## src/rtl/ccu_pkg.sv

```systemverilog
// Shared types and helpers for the CCU slave-port arbitration path.
package ccu_pkg;

    typedef enum logic {
        IDLE = 1'b0,
        HOLD = 1'b1
    } ccu_arb_state_e;

    function automatic int ccu_idx_width(input int n);
        return (n > 1) ? $clog2(n) : 1;
    endfunction

endpackage

```

## src/rtl/ccu_txn_counter.sv

```systemverilog
// Saturating up/down count of in-flight master-side transactions plus full flag.
module ccu_txn_counter #(
    parameter int unsigned MaxMstTrans = 8,
    parameter int unsigned CntWidth    = $clog2(MaxMstTrans + 1)
) (
    input  logic                clk_i,
    input  logic                rst_ni,
    input  logic                inc_i,
    input  logic                dec_i,
    output logic [CntWidth-1:0] cnt_o,
    output logic                full_o
);

    localparam logic [CntWidth-1:0] MaxCnt = CntWidth'(MaxMstTrans);

    logic [CntWidth-1:0] cnt_d, cnt_q;

    // A simultaneous increment and decrement cancel; both ends clamp.
    always_comb begin
        cnt_d = cnt_q;
        if (inc_i && !dec_i && (cnt_q != MaxCnt)) begin
            cnt_d = cnt_q + CntWidth'(1);
        end else if (dec_i && !inc_i && (cnt_q != '0)) begin
            cnt_d = cnt_q - CntWidth'(1);
        end
    end

    always_ff @(posedge clk_i or negedge rst_ni) begin
        if (!rst_ni) begin
            cnt_q <= '0;
        end else begin
            cnt_q <= cnt_d;
        end
    end

    assign cnt_o  = cnt_q;
    assign full_o = (cnt_q == MaxCnt);

    a_no_cpl_at_zero: assert property (
        @(posedge clk_i) disable iff (!rst_ni) !(dec_i && (cnt_q == '0)));

    a_never_over_max: assert property (
        @(posedge clk_i) disable iff (!rst_ni) (cnt_q <= MaxCnt));

endmodule

```

## src/rtl/ccu_slv_arbiter.sv

```systemverilog
// Round-robin arbiter onto the shared CCU request path with an outstanding-transaction cap.
// Optional burst locking to one requester is enabled with `define CCU_SLV_ARB_LOCK_EN.
module ccu_slv_arbiter
    import ccu_pkg::*;
#(
    parameter int unsigned NoSlvPorts  = 4,
    parameter int unsigned MaxMstTrans = 8,
    parameter int unsigned IdxWidth    = ccu_idx_width(int'(NoSlvPorts)),
    parameter int unsigned CntWidth    = $clog2(MaxMstTrans + 1)
) (
    input  logic                  clk_i,
    input  logic                  rst_ni,
    input  logic [NoSlvPorts-1:0] req_valid_i,
    input  logic [NoSlvPorts-1:0] req_last_i,
    output logic [NoSlvPorts-1:0] req_ready_o,
    output logic                  mst_valid_o,
    input  logic                  mst_ready_i,
    output logic [IdxWidth-1:0]   mst_sel_o,
    input  logic                  cpl_i,
    output logic [CntWidth-1:0]   outstanding_o,
    output logic                  full_o
);

    localparam logic [IdxWidth-1:0]   LastIdx = IdxWidth'(NoSlvPorts - 1);
    localparam logic [NoSlvPorts-1:0] OneHot0 = NoSlvPorts'(1);

    ccu_arb_state_e      state_d, state_q;
    logic [IdxWidth-1:0] rr_d, rr_q;
    logic [IdxWidth-1:0] sel_d, sel_q;
    logic [IdxWidth-1:0] cand, scan_idx, sel;
    logic                cand_vld, valid, hs, full;

`ifdef CCU_SLV_ARB_LOCK_EN
    logic lock_d, lock_q;
`else
    logic unused_last;
    assign unused_last = ^req_last_i;
`endif

    // Scan from the pointer upwards, wrapping, for the first active requester.
    always_comb begin
        cand     = '0;
        cand_vld = 1'b0;
        scan_idx = rr_q;
        for (int i = 0; i < int'(NoSlvPorts); i++) begin
            if (!cand_vld && req_valid_i[scan_idx]) begin
                cand_vld = 1'b1;
                cand     = scan_idx;
            end
            scan_idx = (scan_idx == LastIdx) ? '0 : scan_idx + IdxWidth'(1);
        end
    end

    always_comb begin
        state_d = state_q;
        rr_d    = rr_q;
        sel_d   = sel_q;
        sel     = sel_q;
        valid   = 1'b0;
`ifdef CCU_SLV_ARB_LOCK_EN
        lock_d  = lock_q;
`endif

        if (state_q == HOLD) begin
            valid = 1'b1;
        end else begin
`ifdef CCU_SLV_ARB_LOCK_EN
            if (lock_q) begin
                valid = req_valid_i[sel_q] & ~full;
            end else begin
                sel   = cand;
                valid = cand_vld & ~full;
            end
`else
            sel   = cand;
            valid = cand_vld & ~full;
`endif
        end

        // Outputs are forced quiet while reset is held, even with requests pending.
        valid = valid & rst_ni;
        hs    = valid & mst_ready_i;

        if (valid) begin
            sel_d = sel;
        end
        if ((state_q == IDLE) && valid && !mst_ready_i) begin
            state_d = HOLD;
        end

        if (hs) begin
            state_d = IDLE;
`ifdef CCU_SLV_ARB_LOCK_EN
            lock_d = ~req_last_i[sel];
            if (req_last_i[sel]) begin
                rr_d = (sel == LastIdx) ? '0 : sel + IdxWidth'(1);
            end
`else
            rr_d = (sel == LastIdx) ? '0 : sel + IdxWidth'(1);
`endif
        end
    end

    always_ff @(posedge clk_i or negedge rst_ni) begin
        if (!rst_ni) begin
            state_q <= IDLE;
            rr_q    <= '0;
            sel_q   <= '0;
`ifdef CCU_SLV_ARB_LOCK_EN
            lock_q  <= 1'b0;
`endif
        end else begin
            state_q <= state_d;
            rr_q    <= rr_d;
            sel_q   <= sel_d;
`ifdef CCU_SLV_ARB_LOCK_EN
            lock_q  <= lock_d;
`endif
        end
    end

    ccu_txn_counter #(
        .MaxMstTrans (MaxMstTrans),
        .CntWidth    (CntWidth)
    ) i_txn_counter (
        .clk_i  (clk_i),
        .rst_ni (rst_ni),
        .inc_i  (hs),
        .dec_i  (cpl_i),
        .cnt_o  (outstanding_o),
        .full_o (full)
    );

    assign full_o      = full;
    assign mst_valid_o = valid;
    assign mst_sel_o   = rst_ni ? sel : '0;
    assign req_ready_o = hs ? (OneHot0 << sel) : '0;

    // A requester waiting in HOLD must keep its request up until accepted.
    a_hold_req_stable: assert property (
        @(posedge clk_i) disable iff (!rst_ni) (state_q == HOLD) |-> req_valid_i[sel_q]);

    a_hold_not_full: assert property (
        @(posedge clk_i) disable iff (!rst_ni) (state_q == HOLD) |-> !full);

endmodule

```

## config.mk

```make
export PLATFORM = sky130hd
export DESIGN_NAME = ccu_slv_arbiter
export DESIGN_NICKNAME = d
export VERILOG_FILES = /design/src/rtl/ccu_pkg.sv /design/src/rtl/ccu_txn_counter.sv /design/src/rtl/ccu_slv_arbiter.sv
export SDC_FILE = /design/constraint.sdc
export NUM_CORES = 1
export LEC_CHECK = 0
export ABC_AREA = 1
export CORE_UTILIZATION = 48
export CTS_CLUSTER_SIZE = 24
export DETAILED_ROUTE_END_ITERATION = 6
export GPL_TIMING_DRIVEN = 0
export PLACE_DENSITY = 0.9
export SETUP_SLACK_MARGIN = 0.02
export SLEW_MARGIN = 20
export SYNTH_ARGS = -nofsm -noshare
export SYNTH_HDL_FRONTEND = slang
export SYNTH_SLANG_ARGS = --single-unit
```

## constraint.sdc

```tcl
create_clock -name clk_i -period 3.3 [get_ports clk_i]
set_input_delay 0.825 -clock clk_i [delete_from_list [all_inputs] [get_ports clk_i]]
set_output_delay 0.825 -clock clk_i [all_outputs]
set_load 0.03 [all_outputs]
```

=== Yosys cells after proc, flatten, opt, wreduce, memory -nomap -nowiden ===
Cells that the tools add are included.

* Register bits after elaboration: 9
* Input bits: 12
* Output and inout bits: 12
* Logic and storage cells: 72

* Add/sub/neg operators: 6
* $lt $le $gt $ge: 4
* Eq/ne operators: 6
* Shift operators: 1
* Mux-type cells: 28
* Bitwise logic cells: 5
* Reductions and logical operators: 18

{| class="wikitable"
|+ Operators with widths
! kind !! number
|-
| $mux W2 || 10
|-
| $lt A2 B3 Y1 const B || 4
|-
| $mux W4 || 3
|-
| $mux W1 || 11
|-
| $logic_and A1 B1 Y1 || 9
|-
| $add A2 B1 Y2 const B || 4
|-
| $bmux W1 S2 || 4
|-
| $eq A2 B2 Y1 const B || 4
|-
| $logic_not A1 Y1 || 6
|-
| $add A4 B1 Y4 const B || 1
|-
| $eq A4 B4 Y1 const B || 1
|-
| $ne A4 B4 Y1 const B || 1
|-
| $reduce_bool A2 Y1 || 2
|-
| $reduce_bool A4 Y1 || 1
|-
| $shl A1 B2 Y4 const A || 1
|-
| $sub A4 B1 Y4 const B || 1
|-
| $and A1 B1 Y1 || 3
|-
| $not A1 Y1 || 2
|}

=== Longest topological paths before layout ===
Gate-level depths: netlist (run 1).

* Word-level depth: 21
* Mapped depth: 20
* Gate-level depth less buffers: 20

=== Modules after synthesis ===
From an unflattened synthesis (run 1), not the netlist that was laid out.

* Cell total of the unflattened synthesis: 153
* Area, all modules: 1016.0 um2

{| class="wikitable"
|+ By module, submodules not included
! module !! times used !! cells an instance !! area an instance (um2) !! seq. area each (um2)
|-
| ccu_slv_arbiter || 1 || 110 || 680.7 || 125.1
|-
| ccu_txn_counter || 1 || 43 || 335.3 || 100.1
|}

=== Worst setup path before layout (run 1) ===
No wires, ideal clock.

* Path kind: input to output
* Start: input port req_valid_i[3]
* End: output port req_ready_o[3]
* Data arrival time: 2.311 ns
* Data required time: 2.475 ns
* Path slack: 0.164 ns
* Cell stages on the path: 14
* Buffers on the path: 0
* Cells stage by stage: inv_1 nand2_1 nand3_2 nand2_4 nor2_4 nand3b_1 o21ai_1 inv_1 o21ai_1 o21ai_2 inv_1 ha_1 inv_1 nor2_1

* Elaborated cells between the ends (all ways): 29
* Classes of those cells: shift: 1; mux: 19; bitwise: 3; reduce/logical: 6

{| class="wikitable"
|+ RTL lines
! element !! line !! source
|-
| from (decl) || ccu_slv_arbiter.sv:13 || <nowiki>input logic [NoSlvPorts-1:0] req_valid_i,</nowiki>
|-
| $bmux W1 S2 || ccu_slv_arbiter.sv:46 || <nowiki>if (!cand_vld && req_valid_i[scan_idx]) begin</nowiki>
|-
| $mux W1 (implied by the code) || ccu_slv_arbiter.sv:46 ||
|-
| $mux W1 || ccu_slv_arbiter.sv:46 ||
|-
| $logic_not A1 Y1 || ccu_slv_arbiter.sv:46 ||
|-
| $logic_and A1 B1 Y1 || ccu_slv_arbiter.sv:46 ||
|-
| $mux W1 || ccu_slv_arbiter.sv:46 ||
|-
| $logic_not A1 Y1 || ccu_slv_arbiter.sv:46 ||
|-
| $logic_and A1 B1 Y1 || ccu_slv_arbiter.sv:46 ||
|-
| $mux W1 || ccu_slv_arbiter.sv:46 ||
|-
| $logic_not A1 Y1 || ccu_slv_arbiter.sv:46 ||
|-
| $logic_and A1 B1 Y1 || ccu_slv_arbiter.sv:46 ||
|-
| $mux W2 (*) || ccu_slv_arbiter.sv:46 ||
|-
| $mux W2 (*) || ccu_slv_arbiter.sv:64 || <nowiki>if (state_q == HOLD) begin</nowiki>
|-
| net sel[1] || ccu_slv_arbiter.sv:30 || <nowiki>logic [IdxWidth-1:0] cand, scan_idx, sel;</nowiki>
|-
| $shl A1 B2 Y4 (*) || ccu_slv_arbiter.sv:137 || <nowiki>assign req_ready_o = hs ? (OneHot0 << sel) : '0;</nowiki>
|-
| $mux W4 (*) || ccu_slv_arbiter.sv:137 ||
|-
| to (decl) || ccu_slv_arbiter.sv:15 || <nowiki>output logic [NoSlvPorts-1:0] req_ready_o,</nowiki>
|}

Mark *: on every way through the listed nets, which the timed path passes. The rest lies on a longest branch. The select of a mux whose other input is x is not followed.

=== Worst setup path in the final report (run 1) ===
* Start: register rr_q[1]
* End: output port req_ready_o[3]

* Elaborated cells between the ends (all ways): 38
* Classes of those cells: add/sub: 3; eq/ne: 3; shift: 1; mux: 22; bitwise: 3; reduce/logical: 6

{| class="wikitable"
|+ RTL lines
! element !! line !! source
|-
| from (decl) || ccu_slv_arbiter.sv:28 || <nowiki>logic [IdxWidth-1:0] rr_d, rr_q;</nowiki>
|-
| from (signal assigned) || ccu_slv_arbiter.sv:114 || <nowiki>rr_q <= rr_d;</nowiki>
|-
| branches (longest 11 deep; another with $add A2 B1 Y2) || n/a ||
|-
| $mux W2 (*) || ccu_slv_arbiter.sv:46 ||
|-
| $mux W2 (*) || ccu_slv_arbiter.sv:64 ||
|-
| net sel[1] || ccu_slv_arbiter.sv:30 ||
|-
| $shl A1 B2 Y4 (*) || ccu_slv_arbiter.sv:137 ||
|-
| $mux W4 (*) || ccu_slv_arbiter.sv:137 ||
|}

Mark *: on every way through the listed nets, which the timed path passes. The select of a mux whose other input is x is not followed.

==> impl_results.md, run 1 <==
* Final instance area at 1350 sq um
* Clk_lat worst skew at 0.27 ns
* Worst setup SP type: flop
* Layout Cells excl Fill at 189
* PwrDens at around 1200 nW/um^2
* Setup Skew at 0.00291 ns
* Worst Setup End Kind: output pin
* ANT cells at 0
* Pre-CTS WS at -0.812 ns
* Fin. Hold Viols at 0
* Max IR drop VDD at 0.770 mV
* Final net count at 185
* Combinational power share at 81.1%
* ANT nets after route at 0
* Setup violators final at 3
* Crit path kind: reg -> out
* GR Overflow Total at 0
* Placer Congestion at 0.823
* Detailed-placement wirelength estimate at 1.60 mm
* Avg Inst Size Synth at 7.09 sq um
* Htree depth at 1
* Clock-pin slew of the registers on the worst-case setup and hold paths at roughly 0.06 ns
* Largest net degree at the start of global routing at 14
* Crit. Startpoint: rr_q[1]
* Total Routing Usage GR at 24.1%
* Drt total wl at about 2.4 mm
* Clk buf depth at 2
* RSZ-0062 raised after global routing: yes
* Critical path's largest stage delay at 0.45 ns
* Critical-path maximum fanout at 5
* Syn Nets at 153
* R2R setup slack at 0.39 ns
* Leakage at between 0.6 and 0.7 nW
* DRT iter0 DRCs at 19
* Synth Instances at 133
* Setup_tns at -0.0575 ns
* Reg2Reg Depth at 19
* Slowest CP cell: dfrtp_2
* Worst flop-to-flop path startpoint: rr_q[1]
* Rows at 15
* CP Data Required Time at 2.47 ns
* Slew @ Worst Pin at 0.611 ns
* Failing checks: setup timing
* Top Ports at 24
* Vias in the first global route at 975
* Yosys cell types at 24
* DIE HEIGHT at 46.3 um
* Die ar. at 2150 sq um
* DR vias at around 980
* Clk sinks at 9
* Hold WC Path Type: reg -> reg
* Seq pwr share at about 14%
* Final worst path period share at 101%
* Die Wd at around 46 um
* TritonCTS clock tree: done
* Seq/Total Area, Yosys at 23.9%
* Max Cap Viol at 0
* Initial antenna violation count at 0
* Fraction of layout cells with a size suffix above 1 at roughly 43%
* Hold slack final at 0.556 ns
* Root buffer cell: clkbuf_4
* First-pass GRT wire length at 3.68 mm
* Wire per inst at 13.0 um
* DRC at 0
* Vias per std cell at between 5 and 6
* Worst Setup EP: req_ready_o[3]
* Initial Util at 52.9%
* CP most frequent cell: inv_1
* Status: finished, violations left
* Fin crit period at 3.33 ns
* Core area at approximately 1800 sq um
* Crit-path cells: ha_4 -> buf_6 -> nand3_4 -> nand2_4 -> nor2_4 -> nand3b_1 -> o21ai_1 -> inv_1 -> o21ai_2 -> o21ai_4 -> inv_2 -> ha_2 -> inv_1 -> nor2_1 -> buf_4
* Hold_sp: sel_q[0]
* Synthesized cell area at 943 sq um
* Sw Share at 54.2%
* Sw Pwr at 0.900 mW
* Placed inst area at 1160 sq um
* Inst Count DP at between 150 and 200
* Max-slew violation count at 0
* Critical path arrival at 2.50 ns
* Yosys reg bits at 9
* Synth-to-layout area growth at 42.8%
* First-pass DRT Iterations at 4
* Pint at between 0.7 and 0.8 mW
* Reg-to-Reg End: i_txn_counter.cnt_o[3]
* Clock share of power at between 5 and 6%
* Yosys warnings at 0
* Achievable Freq at roughly 300 MHz
* CTS buffer count at 3
* Final worst setup slack at -0.0299 ns
* PortBufs at 19
* Slew HR at 59.3%
-- stage by stage --
step | util [%] | total power, mW
floorplan | - | 0.950
global placement | 65.3 | 1.15
detailed placement | 65.3 | 1.20
CTS | 71.0 | 1.43
global route | 75.6 | 1.79
finish | 75.6 | 1.66
-- cells in the mapped netlist --
master	count	area, sq um
nand2_1	30	113
inv_1	23	86.3
nor2_1	10	37.5
dfrtp_1	9	225
nand3_1	9	45.0
ha_1	7	87.6
nand2_2	7	43.8
o21ai_1	6	30.0
nand2_4	5	56.3
a21oi_1	4	20.0
inv_2	3	11.3
nand3_2	3	30.0
o21ai_0	3	15.0
a31oi_1	2	12.5
o21ai_2	2	17.5
xor2_1	2	17.5
buf_6	1	11.3
fa_1	1	20.0
inv_6	1	8.76
nand3_4	1	17.5
nand3b_1	1	7.51
nand4_1	1	6.26
nand4_2	1	12.5
nor2_4	1	11.3
-- cell type report --
cell class / instances / area (sq um)
plain buffers: 1 / 11.3
clock buffers: 4 / 26.3
repair buffers: 27 / 216
multi-input cells: 96 / 727
well taps: 25 / 31.3
fillers: 124 / 435
flip-flops and latches: 9 / 226
inverters: 27 / 109
-- repair_timing --
item | 4_1_cts | 5_1_grt
endpoints found under the setup margin | 7 | 6
gates cloned | 0 | 0
pin swaps | 14 | 17
buffers inserted | 4 | 4
hold buffers | 0 | 0
endpoints found under the hold margin | 0 | 0
resized for setup | 56 | 28
-- sequential cells by signal, indices dropped and copies added (netlist names) --
register,flops
state_q,1
i_txn_counter.cnt_o,4
sel_q,2
rr_q,2
-- cell families (layout without fill, tap and decap cells) --
logic type               Yosys count  after routing  share of synthesized area (%)
XOR/XNOR                           2              2                           1.86
AO/OA/AOI/OAI                     17             17                           10.1
buffers and inverters             28             59                           12.5
flip-flops                         9              9                           23.9
adder cells (fa/ha/maj)            8              8                           11.4
AND/OR/NAND/NOR                   69             69                           40.3
-- worst max-delay path, delay by kind of cell (launching register included) --
| kind | cells | cell delay, ns |
|---|---|---|
| buf+inv | 5 | 0.49 |
| simple gates | 5 | 0.46 |
| flops | 1 | 0.45 |
| fa+ha+maj | 2 | 0.45 |
| compound gates | 3 | 0.36 |
-- metal layers --
layer / GRT usage [%] / vias to the layer above / share of wire [%]
li1: - / 481 / -
met1: 24.5 / 467 / 39
met2: 46.4 / 25 / 57
met3: 3.53 / 4 / 2.9
met4: 11.8 / 0 / 0.78
met5: 0 / - / 0
-- power by group through the flow --
stage / clock network, mW / registers [mW] / logic, mW
5_1_grt: 0.0926 / 0.232 / 1.46
3_3_place_gp: 0 / 0.212 / 0.942
3_5_place_dp: 0 / 0.213 / 0.984
2_1_floorplan: 0 / 0.255 / 0.695
6_report: 0.0897 / 0.225 / 1.35
4_1_cts: 0.0907 / 0.219 / 1.12
-- layout by cell type (no fill, tap or decap), types with 7 or more instances in the layout --
master           Yosys  routed
inv_2                3       9
dfrtp_1              9       8
nand2_2              7      10
clkdlybuf4s50_1      0       7
buf_4                0      11
nor2_1              10      10
nand2_1             30      23
nand3_1              9       7
inv_1               23      16
nand2_4              5       9
-- worst min path at each step --
stage               endpoint  cells past startpoint
global placement    sel_q[1]                      2
detailed placement  sel_q[1]                      2
floorplan           sel_q[1]                      2
finish              sel_q[0]                      2
CTS                 sel_q[1]                      2
global route        sel_q[0]                      2
Note: power is estimated with default switching activity, not from simulation.
==> inputs of run 2 (changes only) <==
--- a/config.mk
+++ b/config.mk
@@ -10,7 +10,7 @@
 export CTS_CLUSTER_SIZE = 24
 export DETAILED_ROUTE_END_ITERATION = 6
 export GPL_TIMING_DRIVEN = 0
-export PLACE_DENSITY = 0.9
+export PLACE_DENSITY = 0.79
 export SETUP_SLACK_MARGIN = 0.02
 export SLEW_MARGIN = 20
 export SYNTH_ARGS = -nofsm -noshare
==> run 2 against run 1 <==
- the run now ends clean
- global-route usage fell by 1.8 points
- non-clock buffer count is the same
- via count shrank 1.8%
- die area unchanged
- sequential cell count is the same
- combinational power barely moved
- fmax up 2.7%
- clock power rose by 3.9%
- critical endpoint is now req_ready_o[2]
- largest cell class unchanged
==> impl_results.md, run 2 (synthesis gave the netlist of run 1 again) <==
* Rows at 15
* PwrDens at 1220 nW/um^2
* Clk buf depth at 2
* Placer Congestion at 0.889
* DIE HEIGHT at 46.3 um
* Final worst path period share at between 90% and 100%
* Max IR drop VDD at a little over 0.8 mV
* GR Util met1 at 22.9%
* Hold WC Path Type: reg -> reg
* Pint at 0.767 mW
* Wire per inst at around 13 um
* Clock-pin slew of the registers on the worst-case setup and hold paths at 0.07 ns
* Final core occ at 77.4%
* Sw Share at 54.5%
* Final net count at approximately 190
* Placed inst area at 1160 sq um
* Critical path's largest stage delay at between 0.4 and 0.5 ns
* Slowest CP cell: dfrtp_2
* Clock share of power at about 5.5%
* Status: completed
* Detailed-placement wirelength estimate at roughly 1.7 mm
* Setup violators final at 0
* Register area at 226 sq um
* Drt total wl at 2.47 mm
* Vias in the first global route at ~860
* Fin crit period at 3.24 ns
* Top Ports at 24
* CP Data Required Time at 2.47 ns
* GR Overflow Total at 0
* Commonest non-fill, non-tap cell in the layout: nand2_1
* Worst setup SP type: flop
* Met3 Use GR at 4.71%
* M2 GR Usage at between 40% and 50%
* Slew HR at 58.3%
* DRT iter0 DRCs at 13
* PortBufs at 19
* Total Routing Usage GR at around 22%
* Sw Pwr at 0.917 mW
* DR vias at 959
* RSZ-0062 raised after global routing: yes
* CP bufs+invs at 5
* Crit path kind: reg -> out
* Slew @ Worst Pin at between 0.6 and 0.7 ns
* Worst Setup End Kind: output pin
* Most Used Layer, Global Route: met2
* ANT nets after route at 0
* Synth-to-layout area growth at 46.3%
* Fraction of layout cells with a size suffix above 1 at 45.7%
* # hold bufs at CTS at 0
* Crit-path cells: ha_4 -> inv_4 -> nand2_4 -> nand2_1 -> nand2_1 -> nand2_2 -> inv_2 -> nand2_2 -> nand2_2 -> a21oi_2 -> o21ai_2 -> o21ai_4 -> inv_2 -> ha_4 -> inv_2 -> nor2_2 -> buf_6
* Setup Skew at 0.00465 ns
* Max Cap Viol at 0
* Root buffer cell: clkbuf_4
* Layout Cells excl Fill at 189
* DRC at 0
* Vias per std cell at 5.07
* Multi-input gate area at around 750 sq um
* Largest register FFs at 4
* CTS buffer count at 3
* TritonCTS clock tree: done
* Clk_lat worst skew at 0.27 ns
* Critical path arrival at 2.42 ns
* Fin. Hold Viols at 0
* Critical-path maximum fanout at 5
* Die ar. at about 2100 sq um
* Achievable Freq at 308 MHz
* Inst Count DP at ~180
* Die Wd at about 46 um
* Core area at 1780 sq um
* Clk sinks at 9
* Leakage at 0.697 nW
* Initial antenna violation count at 0
* ANT cells at 0
* First-pass GRT wire length at 3.37 mm
* Most frequent cells in the layout: nand2_1 (24), inv_1 (14), inv_2 (11)
* Combinational power share at 81.3%
* Final Power at ~1.7 mW
* Seq pwr share at 13.2%
* First-pass DRT Iterations at 4
* Final instance area at 1380 sq um
* Delay-heaviest family, CP: simple AND/OR/NAND/NOR gates
* Fillers at 113
* Initial Util at a little over half
* Htree depth at 1
* Max-slew violation count at 0
* Largest net degree at the start of global routing at 14
## run 2: cell counts in the layout (fill, tap and decap cells not counted)
No cell type changed its count.
## run 2: metal layers
metal	routed length, um	vias to the layer above
met5	0	-
met4	28	0
met3	81	4
met2	1400	24
met1	958	450
li1	-	481
## run 2: area by class of cell
type	instances	area share (%)
clock buffers	4	1.90
inverters	27	7.89
repair buffers	27	16.2
flip-flops and latches	9	16.4
plain buffers	1	0.816
well taps	25	2.27
multi-input cells	96	54.5
## run 2: timing repair
action	in CTS	in global routing
setup buffers	2	6
pin swaps	14	18
resized for setup	62	30
setup endpoints to repair	7	6
## run 2: worst min-delay path, stage by stage (launching register included)
cell     delay, ns
dfrtp_1       0.40
nand2_1       0.07
nand2_1       0.05
## run 2: power groups by stage
stage	Clock [mW]	Sequential (mW)	Combinational (mW)
2_1_floorplan	0	0.255	0.695
3_3_place_gp	0	0.213	0.945
3_5_place_dp	0	0.214	0.985
4_1_cts	0.0930	0.222	1.12
5_1_grt	0.0980	0.230	1.48
6_report	0.0932	0.222	1.37
## run 2: final timing paths
path / end / slack, ns / depth (start not counted) / from
worst min register to register: i_txn_counter.cnt_o[3] / 0.54 / 2 / i_txn_counter.cnt_o[3]
worst max-delay path: req_ready_o[2] / 0.06 / 17 / rr_q[1]
min in group asynchronous: i_txn_counter.cnt_o[3] / 0.67 / 1 / rst_ni
max in group asynchronous: rr_q[1] / 2.19 / 1 / rst_ni
worst min-delay path: i_txn_counter.cnt_o[3] / 0.54 / 2 / i_txn_counter.cnt_o[3]
worst max register to register: i_txn_counter.cnt_o[3] / 0.51 / 20 / rr_q[1]
## run 2: through the flow
stage / hold slack [ns] / setup TNS, ns / worst slack [ns]
after floorplan: 0.480 / 0 / 0.164
after global placement: 0.500 / -3.81 / -0.700
after detailed placement: 0.513 / -4.49 / -0.802
after CTS: 0.526 / 0 / 0.00834
after global routing: 0.577 / -0.294 / -0.108
final: 0.539 / 0 / 0.0563
==> inputs of run 3 (changes only) <==
==> constraint.sdc (replaced) <==
create_clock -name clk_i -period 3.3 [get_ports clk_i]
set_input_delay 0.99 -clock clk_i [delete_from_list [all_inputs] [get_ports clk_i]]
set_output_delay 0.99 -clock clk_i [all_outputs]
set_load 0.03 [all_outputs]
==> run 3 against run 2 <==
- the flow now finishes with violations (setup timing)
- global-route usage is 3.8 points higher
- first-iteration DRC count grew to 2.8 times the previous value
- via count is 2.2% higher
- sequential cell count stayed put
- worst setup slack worse by 0.33 ns
- critical path depth is 1 lower
- hold slack better by 0.022 ns
- non-clock buffer count is 1 higher
- total power is 0.21% higher
==> impl_results.md, run 3 (synthesis gave the netlist of run 1 again) <==
* Drt total wl at about 2.6 mm
* Status: finished, violations left
* Critical path arrival at 2.58 ns
* Max IR drop VDD at 0.705 mV
* Achievable Freq at 280 MHz
* Pint at around 0.76 mW
* Clock share of power at 5.3%
* Max Cap Viol at 0
* Wire per inst at 13.8 um
* Final core occ at 78.9%
* Initial Util at 52.9%
* DIE HEIGHT at approximately 46 um
* Initial antenna violation count at 0
* PortBufs at 19
* Failing checks: setup timing
* Sw Share at 54.8%
* Die Wd at 46.3 um
* Detailed-placement wirelength estimate at 1.60 mm
* TritonCTS clock tree: done
* Max-slew violation count at 0
* Slowest CP cell: o21ai_1
* Die ar. at approximately 2100 sq um
* DRT iter0 DRCs at 36
* ANT nets after route at 0
* Setup violators final at 6
* Crit-path cells: buf_6 -> inv_4 -> nand2_4 -> nand3_4 -> nand2_4 -> nor2_4 -> nand3b_1 -> o21ai_1 -> inv_1 -> o21ai_2 -> o21ai_4 -> inv_2 -> ha_4 -> inv_2 -> nor2_4 -> buf_6
* Seq pwr share at a little over an eighth
* Fraction of layout cells with a size suffix above 1 at 49.7%
* Clock-pin slew of the registers on the worst-case setup and hold paths at roughly 0.07 ns
* ANT cells at 0
* Final worst setup slack at -0.274 ns
* Clk_lat worst skew at 0.26 ns
* First-pass DRT Iterations at 4
* Clk buf depth at 2
* Sw Pwr at 0.925 mW
* Worst Setup End Kind: output pin
* Combinational power share at 81.5%
* Largest net degree at the start of global routing at 14
* Placer Congestion at 0.868
* Final net count at 186
* Critical-path maximum fanout at 5
* CTS buffer count at 3
* Core area at roughly 1800 sq um
* Vias in the first global route at 917
* First-pass GRT wire length at 3.88 mm
* Final Power at 1.69 mW
* Total Routing Usage GR at 26.0%
* Delay-heaviest family, CP: simple AND/OR/NAND/NOR gates
* Critical path's largest stage delay at 0.17 ns
* Vias per std cell at 5.16
* Final instance area at 1410 sq um
* Largest register FFs at 4
* Crit path kind: in -> out
* Hold WC Path Type: reg -> reg
* RSZ-0062 raised after global routing: yes
* Root buffer cell: clkbuf_4
* PwrDens at ~1200 nW/um^2
* Final worst path period share at 108%
* GR Overflow Total at 0
* Most frequent cells in the layout: nand2_1 (23), inv_1 (14), nand2_2 (12), buf_4 (12)
* CP bufs+invs at 6
* Fin crit period at 3.57 ns
* Htree depth at 1
* Fin. Hold Viols at 0
* DRC at 0
* Clk sinks at 9
* # hold bufs at CTS at 0
* Setup Skew at 0.00166 ns
* CP Data Required Time at 2.31 ns
* Slew @ Worst Pin at 0.604 ns
* Synth-to-layout area growth at 49.2%
* Placed inst area at 1180 sq um
* Slew HR at 59.7%
* Commonest non-fill, non-tap cell in the layout: nand2_1
* Rows at 15
* DR vias at 980
* Top Ports at 24
* Leakage at 0.702 nW
* Worst setup SP type: input port
==> run 3: cell types whose count changed in the layout (fill, tap and decap cells not counted), moves of 2 or more <==
cell / change
inv_4: +2
buf_6: +4
nor2_1: -2
buf_4: +3
nor2_4: +2
nand2_4: -2
nand2_2: +3
clkbuf_2: -5
a21oi_2: +2
inv_2: -3
==> run 3: final timing paths <==
| check | endpoint | start | cells after the start | slack, ns |
|---|---|---|---|---|
| min in group asynchronous | sel_q[0] | rst_ni | 1 | 0.84 |
| max | req_ready_o[3] | req_valid_i[3] | 16 | -0.27 |
| min | sel_q[0] | sel_q[0] | 2 | 0.56 |
| min reg2reg | sel_q[0] | sel_q[0] | 2 | 0.56 |
| max in group asynchronous | rr_q[1] | rst_ni | 1 | 2.03 |
| max reg2reg | i_txn_counter.cnt_o[3] | rr_q[1] | 20 | 0.34 |
==> run 3: stage by stage <==
step	hold slack (ns)	setup WS (ns)	std cells	setup TNS, ns
floorplan	0.480	-0.0402	133	-0.0402
global placement	0.505	-1.05	177	-6.29
detailed placement	0.512	-1.12	177	-6.73
CTS	0.528	-0.138	187	-0.463
global route	0.582	-0.376	190	-1.67
finish	0.561	-0.274	190	-1.10
==> run 3: metal layers <==
metal	vias up	GRT usage [%]	part of all wire [%]	wire length [um]
met5	-	0	0	0
met4	0	13.5	3.0	79
met3	8	4.71	2.9	77
met2	30	44.2	53	1380
met1	454	30.7	41	1080
li1	488	-	-	-
==> run 3: power groups by stage <==
stage / clock, mW / combinational (mW) / sequential, mW
6_report: 0.0891 / 1.37 / 0.224
5_1_grt: 0.101 / 1.48 / 0.230
4_1_cts: 0.0925 / 1.19 / 0.223
3_5_place_dp: 0 / 1.00 / 0.214
3_3_place_gp: 0 / 0.962 / 0.212
2_1_floorplan: 0 / 0.713 / 0.255
==> run 3: area by class of cell <==
cell class	count	area (sq um)
Sequential cell	9	226
Inverter	27	119
Buffer	1	11.3
Clock buffer	4	26.3
Multi-Input combinational cell	96	741
Timing Repair Buffer	28	253
Tap cell	25	31.3
Fill cell	129	375
==> run 3: worst register-to-register path: stages (launching register included) <==
cell	delay [ns]
dfrtp_2	0.44
ha_4	0.32
inv_2	0.07
nand2_2	0.10
nand2_1	0.07
nand2_1	0.09
nand2_2	0.08
buf_4	0.14
nand3_2	0.06
nand2_2	0.06
nand2_4	0.08
nand4_2	0.21
ha_1	0.42
nand2_1	0.08
nand2_1	0.05
a31oi_1	0.20
inv_1	0.07
nand2_1	0.09
nand3_1	0.08
nand2_1	0.06
nand2_1	0.06
==> run 3: what timing repair did <==
action / 4_1_cts / 5_1_grt
setup endpoints to repair: 7 / 7
buffers inserted: 6 / 3
pin swaps: 16 / 13
resized for setup: 87 / 21
